## config.mk

```make
export PLATFORM = sky130hd
export DESIGN_NAME = instr_sequencer
export DESIGN_NICKNAME = d
export VERILOG_FILES = /design/src/rtl/seq_pkg.sv /design/src/rtl/seq_watchdog.sv /design/src/rtl/instr_sequencer.sv
export SDC_FILE = /design/constraint.sdc
export NUM_CORES = 1
export LEC_CHECK = 0
export ABC_AREA = 1
export BUFFER_PORTS_ARGS = -buffer_cell sky130_fd_sc_hd__buf_2
export CAP_MARGIN = 25
export CORE_ASPECT_RATIO = 0.7
export CORE_MARGIN = 2
export CORE_UTILIZATION = 40
export DETAILED_ROUTE_END_ITERATION = 6
export GPL_ROUTABILITY_DRIVEN = 0
export PLACE_DENSITY = 0.62
export SLEW_MARGIN = 20
export SYNTH_ARGS = -nofsm -noshare
export SYNTH_HDL_FRONTEND = slang
export SYNTH_SLANG_ARGS = --single-unit
```

## constraint.sdc

```tcl
create_clock -name clk -period 1.77 [get_ports clk]
set_input_delay 0.2655 -clock clk [delete_from_list [all_inputs] [get_ports clk]]
set_output_delay 0.2655 -clock clk [all_outputs]
set_load 0.01 [all_outputs]
```

## src/rtl/seq_pkg.sv

```systemverilog
// Shared types and defaults for the instruction sequencer: FSM states, op
// classes and the class-flag priority/legality helpers.
package seq_pkg;

  localparam int HALT_PC_DEFAULT = 128;
  localparam int WDOG_DEFAULT    = 4096;

  typedef enum logic [2:0] {
    S_IDLE,
    S_FETCH,
    S_DECODE,
    S_EXEC,
    S_MEM,
    S_WB,
    S_DONE
  } seqStateT;

  typedef enum logic [2:0] {
    OP_NOP,
    OP_PUT,
    OP_ALU,
    OP_LOAD,
    OP_STORE,
    OP_BRANCH,
    OP_HALT
  } opClassT;

  typedef struct packed {
    logic put;
    logic alu;
    logic load;
    logic store;
    logic branch;
    logic halt;
  } opFlagsT;

  // Malformed decodes still execute as the strongest asserted class.
  function automatic opClassT selectOp(input opFlagsT f);
    opClassT op;
    if (f.halt)        op = OP_HALT;
    else if (f.branch) op = OP_BRANCH;
    else if (f.store)  op = OP_STORE;
    else if (f.load)   op = OP_LOAD;
    else if (f.alu)    op = OP_ALU;
    else if (f.put)    op = OP_PUT;
    else               op = OP_NOP;
    return op;
  endfunction

  function automatic logic isIllegal(input opFlagsT f);
    return ($countones(f) != 1);
  endfunction

endpackage

```

## src/rtl/seq_watchdog.sv

```systemverilog
// Per-run active-cycle counter; expire rises once WDOG busy cycles have
// elapsed and stays high until the next clear.
module seq_watchdog
  import seq_pkg::*;
#(
  parameter int WDOG = WDOG_DEFAULT
) (
  input  logic clk,
  input  logic reset,
  input  logic clear,
  input  logic enable,
  output logic expire
);

  localparam int CW = (WDOG > 2) ? $clog2(WDOG) : 1;
  localparam logic [CW-1:0] LIMIT = CW'(WDOG - 1);

  logic [CW-1:0] count;

  always_ff @(posedge clk or posedge reset) begin
    if (reset) begin
      count <= '0;
    end else if (clear) begin
      count <= '0;
    end else if (enable && (count != LIMIT)) begin
      count <= count + 1'b1;
    end
  end

  assign expire = (count == LIMIT);

endmodule

```

## src/rtl/instr_sequencer.sv

```systemverilog
// Multi-cycle instruction sequencer: fetch/decode/execute/mem/writeback
// control with a run handshake, retired-instruction count and watchdog.
module instr_sequencer
  import seq_pkg::*;
#(
  parameter int D       = 12,
  parameter int HALT_PC = HALT_PC_DEFAULT,
  parameter int WDOG    = WDOG_DEFAULT
) (
  input  logic         clk,
  input  logic         reset,
  input  logic         req,
  input  logic [D-1:0] prog_ctr,
  input  logic         op_put,
  input  logic         op_alu,
  input  logic         op_load,
  input  logic         op_store,
  input  logic         op_branch,
  input  logic         op_halt,
  input  logic         branch_cond,
  output logic         ir_load,
  output logic         acc_put,
  output logic         flags_en,
  output logic         reg_we,
  output logic         mem_we,
  output logic         pc_advance,
  output logic         pc_jump,
  output logic         busy,
  output logic         done,
  output logic         timeout,
  output logic         illegal,
  output logic [15:0]  instr_count
);

  seqStateT    state;
  opClassT     opQ;
  logic        condQ;
  logic        timeoutQ;
  logic        illegalQ;
  logic [15:0] countQ;
  logic        expire;
  logic        start;
  logic        atHalt;
  opFlagsT     flags;

  assign flags  = '{put: op_put, alu: op_alu, load: op_load,
                    store: op_store, branch: op_branch, halt: op_halt};
  assign atHalt = (prog_ctr == D'(HALT_PC));
  assign start  = (state == S_IDLE) && req;
  assign busy   = (state != S_IDLE) && (state != S_DONE);

  seq_watchdog #(
    .WDOG(WDOG)
  ) uWatchdog (
    .clk   (clk),
    .reset (reset),
    .clear (start),
    .enable(busy),
    .expire(expire)
  );

  // Strobe decode from state and latched op/cond; the fetch strobe is
  // suppressed on the terminating fetch so no instruction is loaded.
  always_comb begin
    ir_load    = 1'b0;
    acc_put    = 1'b0;
    flags_en   = 1'b0;
    reg_we     = 1'b0;
    mem_we     = 1'b0;
    pc_advance = 1'b0;
    pc_jump    = 1'b0;
    unique case (state)
      S_FETCH: ir_load = !atHalt;
      S_EXEC: begin
        unique case (opQ)
          OP_PUT: begin
            acc_put    = 1'b1;
            pc_advance = 1'b1;
          end
          OP_STORE: begin
            mem_we     = 1'b1;
            pc_advance = 1'b1;
          end
          OP_BRANCH: begin
            pc_jump    = condQ;
            pc_advance = !condQ;
          end
          OP_ALU:  flags_en   = 1'b1;
          OP_NOP:  pc_advance = 1'b1;
          default: ;
        endcase
      end
      S_WB: begin
        reg_we     = 1'b1;
        pc_advance = 1'b1;
      end
      default: ;
    endcase
  end

  always_ff @(posedge clk or posedge reset) begin
    if (reset) begin
      state    <= S_IDLE;
      opQ      <= OP_NOP;
      condQ    <= 1'b0;
      timeoutQ <= 1'b0;
      illegalQ <= 1'b0;
      countQ   <= '0;
    end else begin
      unique case (state)
        S_IDLE: begin
          if (req) begin
            state    <= S_FETCH;
            countQ   <= '0;
            timeoutQ <= 1'b0;
            illegalQ <= 1'b0;
          end
        end
        S_FETCH:  state <= atHalt ? S_DONE : S_DECODE;
        S_DECODE: begin
          opQ   <= selectOp(flags);
          condQ <= branch_cond;
          if (isIllegal(flags)) illegalQ <= 1'b1;
          state <= S_EXEC;
        end
        S_EXEC: begin
          unique case (opQ)
            OP_ALU:  state <= S_WB;
            OP_LOAD: state <= S_MEM;
            OP_HALT: state <= S_DONE;
            default: state <= S_FETCH;
          endcase
        end
        S_MEM:  state <= S_WB;
        S_WB:   state <= S_FETCH;
        S_DONE: if (!req) state <= S_IDLE;
        default: state <= S_IDLE;
      endcase

      // Watchdog expiry wins over whatever the active state chose.
      if (busy && expire) begin
        state    <= S_DONE;
        timeoutQ <= 1'b1;
      end

      if ((pc_advance || pc_jump) && (countQ != 16'hFFFF)) begin
        countQ <= countQ + 16'd1;
      end
    end
  end

  assign done        = (state == S_DONE);
  assign timeout     = timeoutQ;
  assign illegal     = illegalQ;
  assign instr_count = countQ;

endmodule
```

==> results.toml <==
[timing]
slew_headroom_pct = 68.5
slew_viol_final = 0
fmax_mhz = 486
setup_slack_ns = -0.287
fin_tns_setup_ns = -0.287
whs_ns = 0.0604
finalCritPeriodShare_pct = 116
period_needed_ns = 2.06
tightest_slew_ns = 0.473
hold_viol = 0
setup_violations = 1
rsz0062_at_grt = "true"
worst_clock_skew_ns = 0.0110

[drt]
drtIter0Drc = 101
drt_first_pass_iters = 4
wl_um = 5560
viasPerCell = 4.88
final_antenna_net_count = 0
vias = 2336
wire_per_inst_um = 11.6
route.detailed.drc = 0

[clock_network]
clockBufferDepth = 2
cts-hold-fix-buffers = 0
cts.sinks = 37
htreeDepth = 2
clockRootBuffer = "clkbuf_8"
clkLatencyLatePin_ns = 0.30
cts_tree = "built"
cts_buffers = 5
path_clk_slew_ns = 0.08

[yosys]
synth_fp_nets = 373
synth.cell_area_um2 = 2450
synth_edf_count = 0
ys_ff_latch = 37
syn_inst = 344
synth_warnings = 0
async_flop_share_pct = 100
ys_seq_area_share_pct = 37.7
yosysUniqueCellTypes = 31
synthFlopType = "dfrtp_1"
avgSynthCellArea_um2 = 7.13

[placed_design]
io_buffers = 48
postPlaceCellArea_um2 = 2810
dp_hpwl_um = 4090

[power_and_ir_drop]
p_leak_nw = 1.51
power-per-cell-area_nw_per_um2 = 1330
peakVddDrop_v = 0.000467

[final_layout]
final_util_pct = 50.5
design_area_um2 = 2940
num_antenna_cells = 0
area_growth_pct = 19.6
fin_nets = 432
layout-drive-gt1-share_pct = 21.8

[outcome]
violations = "negative setup slack"
status = "complete, but fails checks"

[worst_setup_path]
rr_worst_depth = 7
critical_path_required_ns = 1.94
path_class = "in -> reg"
r2r-start = "instr_count[1]"
worstPathArrival_ns = 2.23
reg2reg_slack_ns = 0.19
start_kind = "input port"
cp_max_fo = 2
endpoint_kind = "flip-flop"
reg2reg_to = "instr_count[12]"

[global_route]
grt_pass1_wl_um = 9920
grt-ovfl-total = 0
grt_util_all_layers_pct = 17.4
antenna_found_initial = 0
grt_start_max_net_pins = 38
grt_pass1_vias = 2227

[floorplan]
io-pin-count = 49
rows = 23
fp.coreArea_um2 = 5810
die_w_um = 97.6
dieArea_um2 = 6790
die_h_um = 69.5
start_util_pct = 42.2

[run]
max_cap_viol_count = 0

[min_path]
hold_path.class = "in -> async"
cell usage after synthesis (all sizes together) (3+ instances only):
cell,instances,area share [%]
a21oi,3,0.61
nand3,44,9.0
nand2,104,16
ha,4,2.0
buf,7,2.5
dfrtp,37,38
o21ai,18,4.7
nand4,13,3.3
nor2,44,7.2
o21bai,3,0.92
xnor2,4,1.4
inv,40,6.1
xor2,6,2.1
fa,3,2.4
nor3,4,0.82
critical path: stages:
cell	delay (ns)
buf_6	0.07
inv_2	0.03
fa_1	0.48
fa_1	0.49
inv_1	0.04
ha_2	0.16
fa_1	0.44
nor3b_2	0.17
o21ai_1	0.07
final cells by class:
| type | instances | area (µm²) |
|---|---|---|
| Clock buffer | 6 | 72.6 |
| Timing Repair Buffer | 59 | 354 |
| Clock inverter | 2 | 10.0 |
| Tap cell | 75 | 93.8 |
| Multi-Input combinational cell | 260 | 1330 |
| Inverter | 40 | 150 |
| Fill cell | 584 | 2880 |
| Sequential cell | 37 | 927 |
cells by family (layout without fill, tap and decap cells):
| kind of cell | after synthesis | in the layout | synth area share [%] |
|---|---|---|---|
| fa+ha+maj | 7 | 7 | 4.49 |
| xor+xnor | 10 | 10 | 3.57 |
| buf+inv | 47 | 107 | 8.67 |
| simple gates | 215 | 215 | 37.9 |
| flops | 37 | 37 | 37.7 |
| compound gates | 28 | 28 | 7.60 |
metrics by stage:
step	power, mW	cells	setup slack, ns
floorplan	2.73	344	-0.485
global placement	3.28	470	-0.649
detailed placement	3.31	470	-0.702
CTS	3.93	478	-0.298
global route	4.27	479	-0.353
finish	3.91	479	-0.287
power breakdown:
group	total, mW	switching, mW	internal, mW
sequential	1.52	0.372	1.14
combinational	1.80	1.08	0.722
clock	0.590	0.317	0.273
sequential cells by signal, summed over array words and instances, names as in the netlist:
name / flops
instr_count: 16
uWatchdog.count: 12
opQ: 3
state: 3
condQ: 1
illegal: 1
timeout: 1
worst max-delay path by stage:
stage	cells past startpoint	end	start
after floorplan	8	illegal	op_put
after global placement	9	illegal	op_alu
after detailed placement	9	illegal	op_alu
after CTS	9	illegal	op_put
after global routing	9	illegal	op_put
final	9	illegal	op_put
cells in the final DEF (no fill, tap or decap), types with 2 or more instances in the layout:
cell type	Yosys	routed
a21oi_1	3	3
a22oi_1	2	2
buf_2	2	45
buf_4	1	10
buf_6	4	3
clkbuf_8	0	5
clkinv_2	0	2
dfrtp_1	37	36
fa_1	3	3
ha_1	4	3
inv_1	37	34
inv_2	3	6
nand2_1	103	103
nand3_1	44	44
nand4_1	13	13
nor2_1	41	41
nor2_2	2	2
nor3_1	4	3
nor4_1	2	2
o21ai_0	12	10
o21ai_1	1	3
o21ai_2	4	4
o21bai_1	3	3
or2_2	2	2
xnor2_1	4	4
xor2_1	6	6
routing by layer:
layer	GRT usage [%]	wire length [µm]	vias up
li1	-	-	1232
met1	24.3	2920	1065
met2	27.8	2410	37
met3	4.03	209	2
met4	3.86	13	0
met5	0	0	-
timing repair:
item	in CTS	in global routing
endpoints found under the setup margin	1	3
resized for setup	9	3
setup buffers	0	1
pin swaps	1	0
Note: power is estimated with default switching activity, not from simulation.
